**src/rtl/ps2_pkg.sv**
```systemverilog
// Shared types and constants for the PS/2 keyboard receiver.
package ps2_pkg;

  // Frame receiver states: waiting for start bit, shifting data, parity, stop.
  typedef enum logic [1:0] {
    IDLE,
    DATA,
    PARITY,
    STOP
  } ps2_state_t;

  // Scan-code prefixes: extended key and key release.
  localparam logic [7:0] PS2_EXT = 8'hE0;
  localparam logic [7:0] PS2_REL = 8'hF0;

  localparam int PS2_EV_W = 10;

  // One decoded key event as queued for the processor.
  typedef struct packed {
    logic       ext;
    logic       rel;
    logic [7:0] code;
  } ps2_event_t;

endpackage

```
**src/rtl/ps2_event_fifo.sv**
```systemverilog
// Single-clock event FIFO with occupancy count. A push into a full FIFO is
// still accepted when a pop happens in the same cycle; otherwise it is dropped
// and the caller decides what to flag.
module ps2_event_fifo #(
  parameter int WIDTH = 10,
  parameter int DEPTH = 8
) (
  input  logic                       clk,
  input  logic                       reset,
  input  logic                       push,
  input  logic [WIDTH-1:0]           push_data,
  input  logic                       pop,
  output logic [WIDTH-1:0]           rd_data,
  output logic                       empty,
  output logic                       full,
  output logic [$clog2(DEPTH):0]     count
);

  localparam int AW = $clog2(DEPTH);
  localparam int CW = AW + 1;

  logic [WIDTH-1:0] mem [DEPTH];
  logic [AW-1:0]    wr_ptr;
  logic [AW-1:0]    rd_ptr;
  logic             do_push;
  logic             do_pop;

  assign empty   = (count == '0);
  assign full    = (count == CW'(DEPTH));
  assign do_pop  = pop && !empty;
  assign do_push = push && (!full || do_pop);

  // Head entry is forced to zero while empty so the output is clean after reset.
  assign rd_data = empty ? '0 : mem[rd_ptr];

  // Storage array; no reset needed since reads are masked while empty.
  always_ff @(posedge clk) begin
    if (do_push) begin
      mem[wr_ptr] <= push_data;
    end
  end

  // Pointers wrap naturally because the depth is a power of two.
  always_ff @(posedge clk) begin
    if (reset) begin
      wr_ptr <= '0;
      rd_ptr <= '0;
      count  <= '0;
    end else begin
      if (do_push) begin
        wr_ptr <= wr_ptr + AW'(1);
      end
      if (do_pop) begin
        rd_ptr <= rd_ptr + AW'(1);
      end
      case ({do_push, do_pop})
        2'b10:   count <= count + CW'(1);
        2'b01:   count <= count - CW'(1);
        default: count <= count;
      endcase
    end
  end

endmodule

```
**src/rtl/ps2_kb_rx.sv**
```systemverilog
// PS/2 keyboard receiver: oversamples the raw keyboard lines, validates each
// 11-bit frame, folds E0/F0 prefixes into tagged events and queues them.
module ps2_kb_rx
  import ps2_pkg::*;
#(
  parameter int SYNC_STAGES    = 2,
  parameter int TIMEOUT_CYCLES = 50000,
  parameter int FIFO_DEPTH     = 8
) (
  input  logic                          Clk,
  input  logic                          Reset,
  input  logic                          KB_Clk,
  input  logic                          KB_Data,
  output logic [PS2_EV_W-1:0]           Ev_Data,
  output logic                          Ev_Valid,
  input  logic                          Ev_Ready,
  output logic                          Frame_Err,
  output logic                          Overflow,
  output logic [$clog2(FIFO_DEPTH):0]   Ev_Count
);

  localparam int WD_W = $clog2(TIMEOUT_CYCLES + 1);

  logic [SYNC_STAGES-1:0] clk_sync;
  logic [SYNC_STAGES-1:0] data_sync;
  logic                   clk_prev;
  logic                   fall;
  logic                   bit_in;

  ps2_state_t             state;
  ps2_state_t             next_state;
  logic [2:0]             bit_cnt;
  logic [7:0]             shift_reg;
  logic                   par_bit;
  logic                   start_frame;
  logic                   shift_en;
  logic                   par_en;
  logic                   stop_en;
  logic                   frame_good;

  logic [WD_W-1:0]        wd_cnt;
  logic                   timeout;

  logic                   ext_pend;
  logic                   rel_pend;
  ps2_event_t             ev_q;
  logic                   ev_push_q;

  logic                   fifo_empty;
  logic                   fifo_full;
  logic                   fifo_pop;

  // Synchronizers reset to the idle-high bus level so reset cannot fake an edge.
  always_ff @(posedge Clk) begin
    if (Reset) begin
      clk_sync  <= '1;
      data_sync <= '1;
      clk_prev  <= 1'b1;
    end else begin
      clk_sync  <= {clk_sync[SYNC_STAGES-2:0], KB_Clk};
      data_sync <= {data_sync[SYNC_STAGES-2:0], KB_Data};
      clk_prev  <= clk_sync[SYNC_STAGES-1];
    end
  end

  assign fall   = clk_prev && !clk_sync[SYNC_STAGES-1];
  assign bit_in = data_sync[SYNC_STAGES-1];

  // Watchdog: cycles since the last falling edge while a frame is in progress.
  always_ff @(posedge Clk) begin
    if (Reset || state == IDLE || fall || timeout) begin
      wd_cnt <= '0;
    end else begin
      wd_cnt <= wd_cnt + WD_W'(1);
    end
  end

  assign timeout = (state != IDLE) && !fall && (wd_cnt == WD_W'(TIMEOUT_CYCLES));

  // Frame state register.
  always_ff @(posedge Clk) begin
    if (Reset) begin
      state <= IDLE;
    end else begin
      state <= next_state;
    end
  end

  // Next-state logic; each falling edge advances one bit position.
  always_comb begin
    next_state  = state;
    start_frame = 1'b0;
    shift_en    = 1'b0;
    par_en      = 1'b0;
    stop_en     = 1'b0;
    if (timeout) begin
      next_state = IDLE;
    end else if (fall) begin
      case (state)
        IDLE: begin
          if (!bit_in) begin
            next_state  = DATA;
            start_frame = 1'b1;
          end
        end
        DATA: begin
          shift_en = 1'b1;
          if (bit_cnt == 3'd7) begin
            next_state = PARITY;
          end
        end
        PARITY: begin
          par_en     = 1'b1;
          next_state = STOP;
        end
        STOP: begin
          stop_en    = 1'b1;
          next_state = IDLE;
        end
        default: next_state = IDLE;
      endcase
    end
  end

  // Data shifter, bit counter and parity capture, LSB first.
  always_ff @(posedge Clk) begin
    if (Reset) begin
      bit_cnt   <= '0;
      shift_reg <= '0;
      par_bit   <= 1'b0;
    end else begin
      if (start_frame) begin
        bit_cnt <= '0;
      end else if (shift_en) begin
        bit_cnt   <= bit_cnt + 3'd1;
        shift_reg <= {bit_in, shift_reg[7:1]};
      end
      if (par_en) begin
        par_bit <= bit_in;
      end
    end
  end

  // Good frame: stop bit high and odd parity across data plus parity bit.
  assign frame_good = bit_in && (^{shift_reg, par_bit});

  // Prefix decode, event registration and the one-cycle error pulse.
  always_ff @(posedge Clk) begin
    if (Reset) begin
      ev_q      <= '0;
      ev_push_q <= 1'b0;
      Frame_Err <= 1'b0;
      ext_pend  <= 1'b0;
      rel_pend  <= 1'b0;
    end else begin
      ev_push_q <= 1'b0;
      Frame_Err <= 1'b0;
      if (timeout || (stop_en && !frame_good)) begin
        Frame_Err <= 1'b1;
        ext_pend  <= 1'b0;
        rel_pend  <= 1'b0;
      end else if (stop_en) begin
        if (shift_reg == PS2_EXT) begin
          ext_pend <= 1'b1;
        end else if (shift_reg == PS2_REL) begin
          rel_pend <= 1'b1;
        end else begin
          ev_q      <= '{ext: ext_pend, rel: rel_pend, code: shift_reg};
          ev_push_q <= 1'b1;
          ext_pend  <= 1'b0;
          rel_pend  <= 1'b0;
        end
      end
    end
  end

  assign fifo_pop = Ev_Valid && Ev_Ready;
  assign Ev_Valid = !fifo_empty;

  // Sticky flag for events lost to a full queue.
  always_ff @(posedge Clk) begin
    if (Reset) begin
      Overflow <= 1'b0;
    end else if (ev_push_q && fifo_full && !fifo_pop) begin
      Overflow <= 1'b1;
    end
  end

  ps2_event_fifo #(
    .WIDTH (PS2_EV_W),
    .DEPTH (FIFO_DEPTH)
  ) u_fifo (
    .clk       (Clk),
    .reset     (Reset),
    .push      (ev_push_q),
    .push_data (ev_q),
    .pop       (fifo_pop),
    .rd_data   (Ev_Data),
    .empty     (fifo_empty),
    .full      (fifo_full),
    .count     (Ev_Count)
  );

endmodule

```
**config.mk**
```make
export PLATFORM = sky130hd
export DESIGN_NAME = ps2_kb_rx
export DESIGN_NICKNAME = d
export VERILOG_FILES = /design/src/rtl/ps2_pkg.sv /design/src/rtl/ps2_event_fifo.sv /design/src/rtl/ps2_kb_rx.sv
export SDC_FILE = /design/constraint.sdc
export NUM_CORES = 1
export LEC_CHECK = 0
export CAP_MARGIN = 20
export CORE_MARGIN = 2
export CORE_UTILIZATION = 54
export CTS_CLUSTER_DIAMETER = 40
export DETAILED_ROUTE_END_ITERATION = 8
export HOLD_SLACK_MARGIN = 0.1
export PLACE_DENSITY = 0.75
export SLEW_MARGIN = 20
export SYNTH_ARGS = -nofsm -noshare
export SYNTH_HDL_FRONTEND = slang
export SYNTH_SLANG_ARGS = --single-unit
export TNS_END_PERCENT = 20
```
**constraint.sdc**
```tcl
create_clock -name Clk -period 2.2 [get_ports Clk]
set_input_delay 0.55 -clock Clk [delete_from_list [all_inputs] [get_ports Clk]]
set_output_delay 0.55 -clock Clk [all_outputs]
set_load 0.03 [all_outputs]
```
* Word-level counts from Yosys, hierarchy flattened *
Memories as Yosys holds them, arrays and structs flattened. A register that Yosys moved wholly into a read port is not among the register bits.
Index checks and enable logic that the tools add are counted.

word-level totals
  RAM bits = 80
  word-level logic and storage cells = 106
  memories kept = 1
  bits in registers = 60
  latch bits = 0
  bits in read-only memories = 0

cells by class
  divide/modulo/power cells = 0
  reductions and logical operators = 35
  $mul = 0
  add/subtract/negate cells = 6
  multiplexer cells = 27
  equal/unequal tests = 13
  shift-type cells = 0
  magnitude comparators = 0
  bitwise logic cells = 5

memories
  name        depth  bits a word  read ports  clocked after memory_dff  wr ports  RTL line              RTL
  u_fifo.mem  8      10           1           1                         1         ps2_event_fifo.sv:22  logic [WIDTH-1:0] mem [DEPTH];

operators by type and width
  operator                                             number
  2-to-1 mux 1 bit                                     20
  adder 16 x 1 -> 16 bit, second input constant        1
  equality test 16 bit, second input constant          1
  equality test 8 bit, second input constant           2
  logical AND 1 bit                                    10
  2-to-1 mux 10 bit                                    1
  adder 3 x 1 -> 3 bit, second input constant          3
  XOR reduction 9 bit                                  1
  case mux 2 bit (4 select lines)                      1
  case mux 4 bit (2 select lines)                      1
  equality test 2 bit, second input constant           3
  logical NOT 1 bit                                    6
  2-to-1 mux 3 bit                                     2
  inequality test 2 bit, second input constant         3
  AND reduction 2 bit                                  3
  OR reduction 2 bit                                   3
  logical OR 1 bit                                     5
  NOT 1 bit                                            5
  adder 4 x 1 -> 4 bit, second input constant          1
  equality test 2 x 1 -> 1 bit, second input constant  2
  equality test 4 bit, second input constant           1
  logical NOT 4 bit                                    1
  2-to-1 mux 2 bit                                     2
  AND reduction 4 bit                                  1
  other kinds (6)                                      7

* Logic depth before layout (Yosys ltp) *
  depth in word-level cells = 10
  depth in mapped cells = 11

* Cells and area by module *
Synthesis repeated with hierarchy kept, for this count alone.

unflattened totals
  cell total of the unflattened synthesis = 461
  area, all modules = 6032.0 um2

modules (own cells, without submodules)
  module          seq. area each (um2)  cells an instance  times used  area each (um2)
  ps2_event_fifo  2662.6                209                1           3762.4
  ps2_kb_rx       1001.0                252                1           2269.7

* Worst setup path before layout *
OpenSTA, ideal clock, no wires.

  kind = reg2reg
  from = register u_fifo.count[1]
  to = register u_fifo.count[2]
  arrival time = 2.503 ns
  path buffers = 1
  clock period less this slack = 2.573 ns
  cell stages (with the launch flop) = 12
  setup slack = -0.373 ns
  path through = dfxtp_1 clkbuf_1 nor3_1 a31oi_1 inv_1 ha_1 xor2_1 ha_1 a21oi_1 xor2_1 or3_1 a21oi_1

between the ends
  word-level cells in the longest chain between the ends = 8
  elaborated cells on any way between the ends = 14
  classes of those cells = add/sub: 2; eq/ne: 3; mux: 1; reduce/logical: 8

ends and longest elaborated chain
  item                                                                   RTL line                                RTL
  from (decl)                                                            ps2_event_fifo.sv:16                    output logic [$clog2(DEPTH):0] count
  from (signal assigned)                                                 ps2_event_fifo.sv:57                    2'b10: count <= count + CW'(1);
  from (signal assigned)                                                 ps2_event_fifo.sv:58                    2'b01: count <= count - CW'(1);
  from (signal assigned)                                                 ps2_event_fifo.sv:59                    default: count <= count;
  logical NOT 4 bit                                                      ps2_event_fifo.sv:28                    assign empty = (count == '0);
  logical NOT 1 bit                                                      ps2_event_fifo.sv:30, ps2_kb_rx.sv:178
  logical AND 1 bit                                                      ps2_kb_rx.sv:177                        assign fifo_pop = Ev_Valid && Ev_Ready;
  logical AND 1 bit                                                      ps2_event_fifo.sv:30                    assign do_pop = pop && !empty;
  logical OR 1 bit                                                       ps2_event_fifo.sv:31                    assign do_push = push && (!full || do_pop);
  logical AND 1 bit                                                      ps2_event_fifo.sv:31
  equality test 2 x 1 -> 1 bit or equality test 2 bit (tied branches)    ps2_event_fifo.sv:56                    case ({do_push, do_pop})
  case mux 4 bit (2 select lines) or nonzero test 2 bit (tied branches)  n/a

Several ways; a longest one is shown, not always the timed one.
A chain may end at the register's enable or synchronous reset.

==> reports/qor.txt <==
min-delay src - data_sync[0]$_SDFF_PP1_
Worst VDD drop - 542 µV
worst r2r src - u_fifo.count[1]$_SDFFE_PP0P_
die footprint - 0.0116 mm²
final worst-path cycle share - 119%
gr usage total - 20.4%
vias in the first global route - 3458
Die Y - 108 µm
Worst EP required - 1.65 ns
internal power - 4.46 mW
Reg with most FFs - u_fifo.mem
Post-CTS Setup Inserts - 0
wire per inst - 17.0 µm
# IOs - 22
CTS Buf Count - 17
CTS Sinks - 143
r2r worst-path depth - 10
DP Wirelength - 6620 µm
share of cells above drive strength 1 - 22.7%
DRC - 0
Skew-Pair Late Insertion Delay - 0.51 ns
gp weighted congestion - 0.777
adder-cell share of the synthesized area - 2.79%
IO Port Bufs - 21
Crit path arrival time - 2.07 ns
clk buf depth - 2
Syn Area/Cell - 13.6 µm²
max-cap check violation count - 0
Seq/Total Area, Yosys - 62.9%
synthesized cell area - 0.00582 mm²
Worst-path clk slew - 0.06 ns
Slew Viols, Final - 0
FF+latch count, synth - 143
hold_buf cts - 0
Peak Freq - 0.381 GHz
simple-gate share of the synthesized area - 11.6%
FILL cells - 726
portion of netlist area occupied by mux cells - 13.1%
worst reg2reg path endpoint - u_fifo.count[2]$_SDFFE_PP0P_
Syn Inst Count - 429
first-pass GRT wire length - 17600 µm
failing checks - setup timing
total power - 5.65 mW
combinational share of power - 0.7%
remaining global-route overflow - 0
setup ws final - -0.421 ns
antenna fix cells - 0
TritonCTS clock tree - built
Setup crit end kind - output pin
Top Registers - u_fifo.mem (80), wd_cnt (16), ev_q (10)
Max Fanout on Critical Path - 10
H-tree Lvls - 4
largest family of logic cells by synthesized area - multiplexers
most frequent cells in the layout - edfxtp_1 (80), nor2_1 (65), dfxtp_1 (59), buf_4 (33), mux2i_1 (30)
Leakage - 2.47 nW
Via Count - 3450
final net count - 499
slew of the pin with the lowest slew margin - 0.563 ns
most common cell after layout, fill and taps aside - edfxtp_1
outcome - finished, violations left
Clock power frac - 49.8%
Psw - 1.19 mW
row cnt - 37
Post-Syn Nets - 447
DRT iter0 DRCs - 145
power per cell area - 804 mW/mm²
initial antenna violation count - 0
largest net degree at the start of global routing - 38
vias per inst - 5.48
Hold Crit Class - flop to flop
Worst Setup Start Kind - flop
Core Area - 0.0104 mm²
kind of critical path - flop to output pin
initial core utilization - 55.9%
clock period minus worst slack - 2.62 ns
setup slack, reg-to-reg - 0.02 ns
pre-CTS setup slack - -0.428 ns
Critical Path End - Ev_Data[7]
Seq pwr share - 49.5%
post-route ant nets - 0
Compound-Gate Fraction of Synth Area - 2.71%
max FFs per register - 80
TritonRoute pass-1 iters - 4
xor/xnor share of the synthesized area - 4.94%
Yosys warnings - 0
switching share of power - 21.0%
Setup Skew - 0.00648 ns
Die X - 108 µm
final setup fails - 11
area grow syn2layout - 20.6%
Root Driver - clkbuf_8
Hold Vio Cnt, Final - 0
Distinct cells, synth - 46
Slew Limit Headroom - 62.1%
unrepaired setup endpoints after global routing - yes
wirelength, routed - 10700 µm
## cells by family (layout without fill, tap and decap cells)
| family | count (synthesis) | in the layout |
|---|---|---|
| XOR/XNOR | 28 | 28 |
| AO/OA/AOI/OAI | 27 | 27 |
| flip-flops | 143 | 143 |
| AND/OR/NAND/NOR | 141 | 141 |
| multiplexers | 51 | 51 |
| adder cells (fa/ha/maj) | 13 | 13 |
| buffers and inverters | 26 | 91 |
## final cells by class
cell class                 instances  area (µm²)  share of cell area (%)
clock buffer                      17         414                    5.90
clock inverter                    15         174                    2.48
inverter                          10        37.5                   0.534
multi-input combinational        260        2100                    29.9
sequential                       143        3670                    52.3
tap                              136         170                    2.42
timing repair buffer              49         453                    6.45
## stage by stage
step | cells | instance area, µm² | utilization (%) | TNS, ns | hold WS [ns]
final | 630 | 7020 | 67.4 | -3.24 | 0.409
after global routing | 630 | 7020 | 67.4 | -4.24 | 0.420
after CTS | 630 | 7010 | 67.3 | -3.44 | 0.413
after detailed placement | 597 | 6410 | 61.5 | -6.45 | 0.398
after global placement | 597 | 6410 | 61.5 | -3.37 | 0.391
after floorplan | 429 | 5880 | - | 0 | 0.389
## critical path: stages, from the launching register on
cell and delay [ns]:
dfxtp_4 0.41, buf_12 0.16, mux4_2 0.54, mux2i_2 0.21
nor2_1 0.07, buf_4 0.17
## per-layer routing
metal / track usage, % / share of wire [%] / vias to the layer above
met3: 5.08 / 2.6 / 12
met1: 25.2 / 44 / 1727
li1: - / - / 1664
met5: 0 / 0 / -
met4: 7.14 / 1.8 / 0
met2: 34.9 / 52 / 47
## cell usage after synthesis, drive strengths merged
master / count / area (µm²)
xnor2: 11 / 96.3
clkbuf: 9 / 33.8
nor3: 4 / 20.0
o2111ai: 2 / 17.5
a21oi: 12 / 60.1
mux2i: 31 / 310
or3: 1 / 6.26
o311a: 1 / 10.0
and4: 1 / 8.76
or4: 2 / 15.0
nand4bb: 1 / 11.3
edfxtp: 80 / 2400
nor4: 4 / 31.3
nor2: 67 / 254
nand4b: 1 / 8.76
a21o: 1 / 7.51
or4b: 1 / 10.0
xor2: 14 / 123
buf: 7 / 45.0
nand3b: 1 / 7.51
inv: 10 / 37.5
and3b: 2 / 17.5
nand2: 23 / 86.3
nor3b: 2 / 15.0
ha: 13 / 163
mux4: 20 / 450
or3b: 1 / 8.76
and3: 2 / 12.5
o21ai: 8 / 40.0
nand3: 13 / 65.1
nand4: 1 / 6.26
nor2b: 4 / 25.0
a31oi: 1 / 6.26
nand2b: 4 / 25.0
o21a: 1 / 7.51
nor4b: 1 / 8.76
xor3: 1 / 23.8
xnor3: 2 / 45.0
dfxtp: 63 / 1260
a41oi: 1 / 8.76
or2: 5 / 31.3
## power groups by stage
stage	clock network, mW	registers (mW)	logic [mW]
after CTS	2.86	2.80	0.0390
after detailed placement	0	2.85	0.0390
after floorplan	0	2.85	0.0248
final	2.81	2.80	0.0388
after global placement	0	2.85	0.0378
after global routing	2.98	2.79	0.0427
## timing repair
item	CTS	global route
pin swaps	0	1
resized for setup	71	4
setup endpoints to repair	16	13
cloned	1	0
## worst min-delay path by stage
stage / endpoint / slack (ns) / depth (start not counted)
6_report: data_sync[1]$_SDFF_PP1_ / 0.41 / 1
3_5_place_dp: clk_sync[1]$_SDFF_PP1_ / 0.40 / 1
4_1_cts: clk_sync[1]$_SDFF_PP1_ / 0.41 / 1
2_1_floorplan: clk_sync[1]$_SDFF_PP1_ / 0.39 / 1
5_1_grt: clk_sync[1]$_SDFF_PP1_ / 0.42 / 1
3_3_place_gp: data_sync[1]$_SDFF_PP1_ / 0.39 / 1
Note: power is estimated with default switching activity, not from simulation.
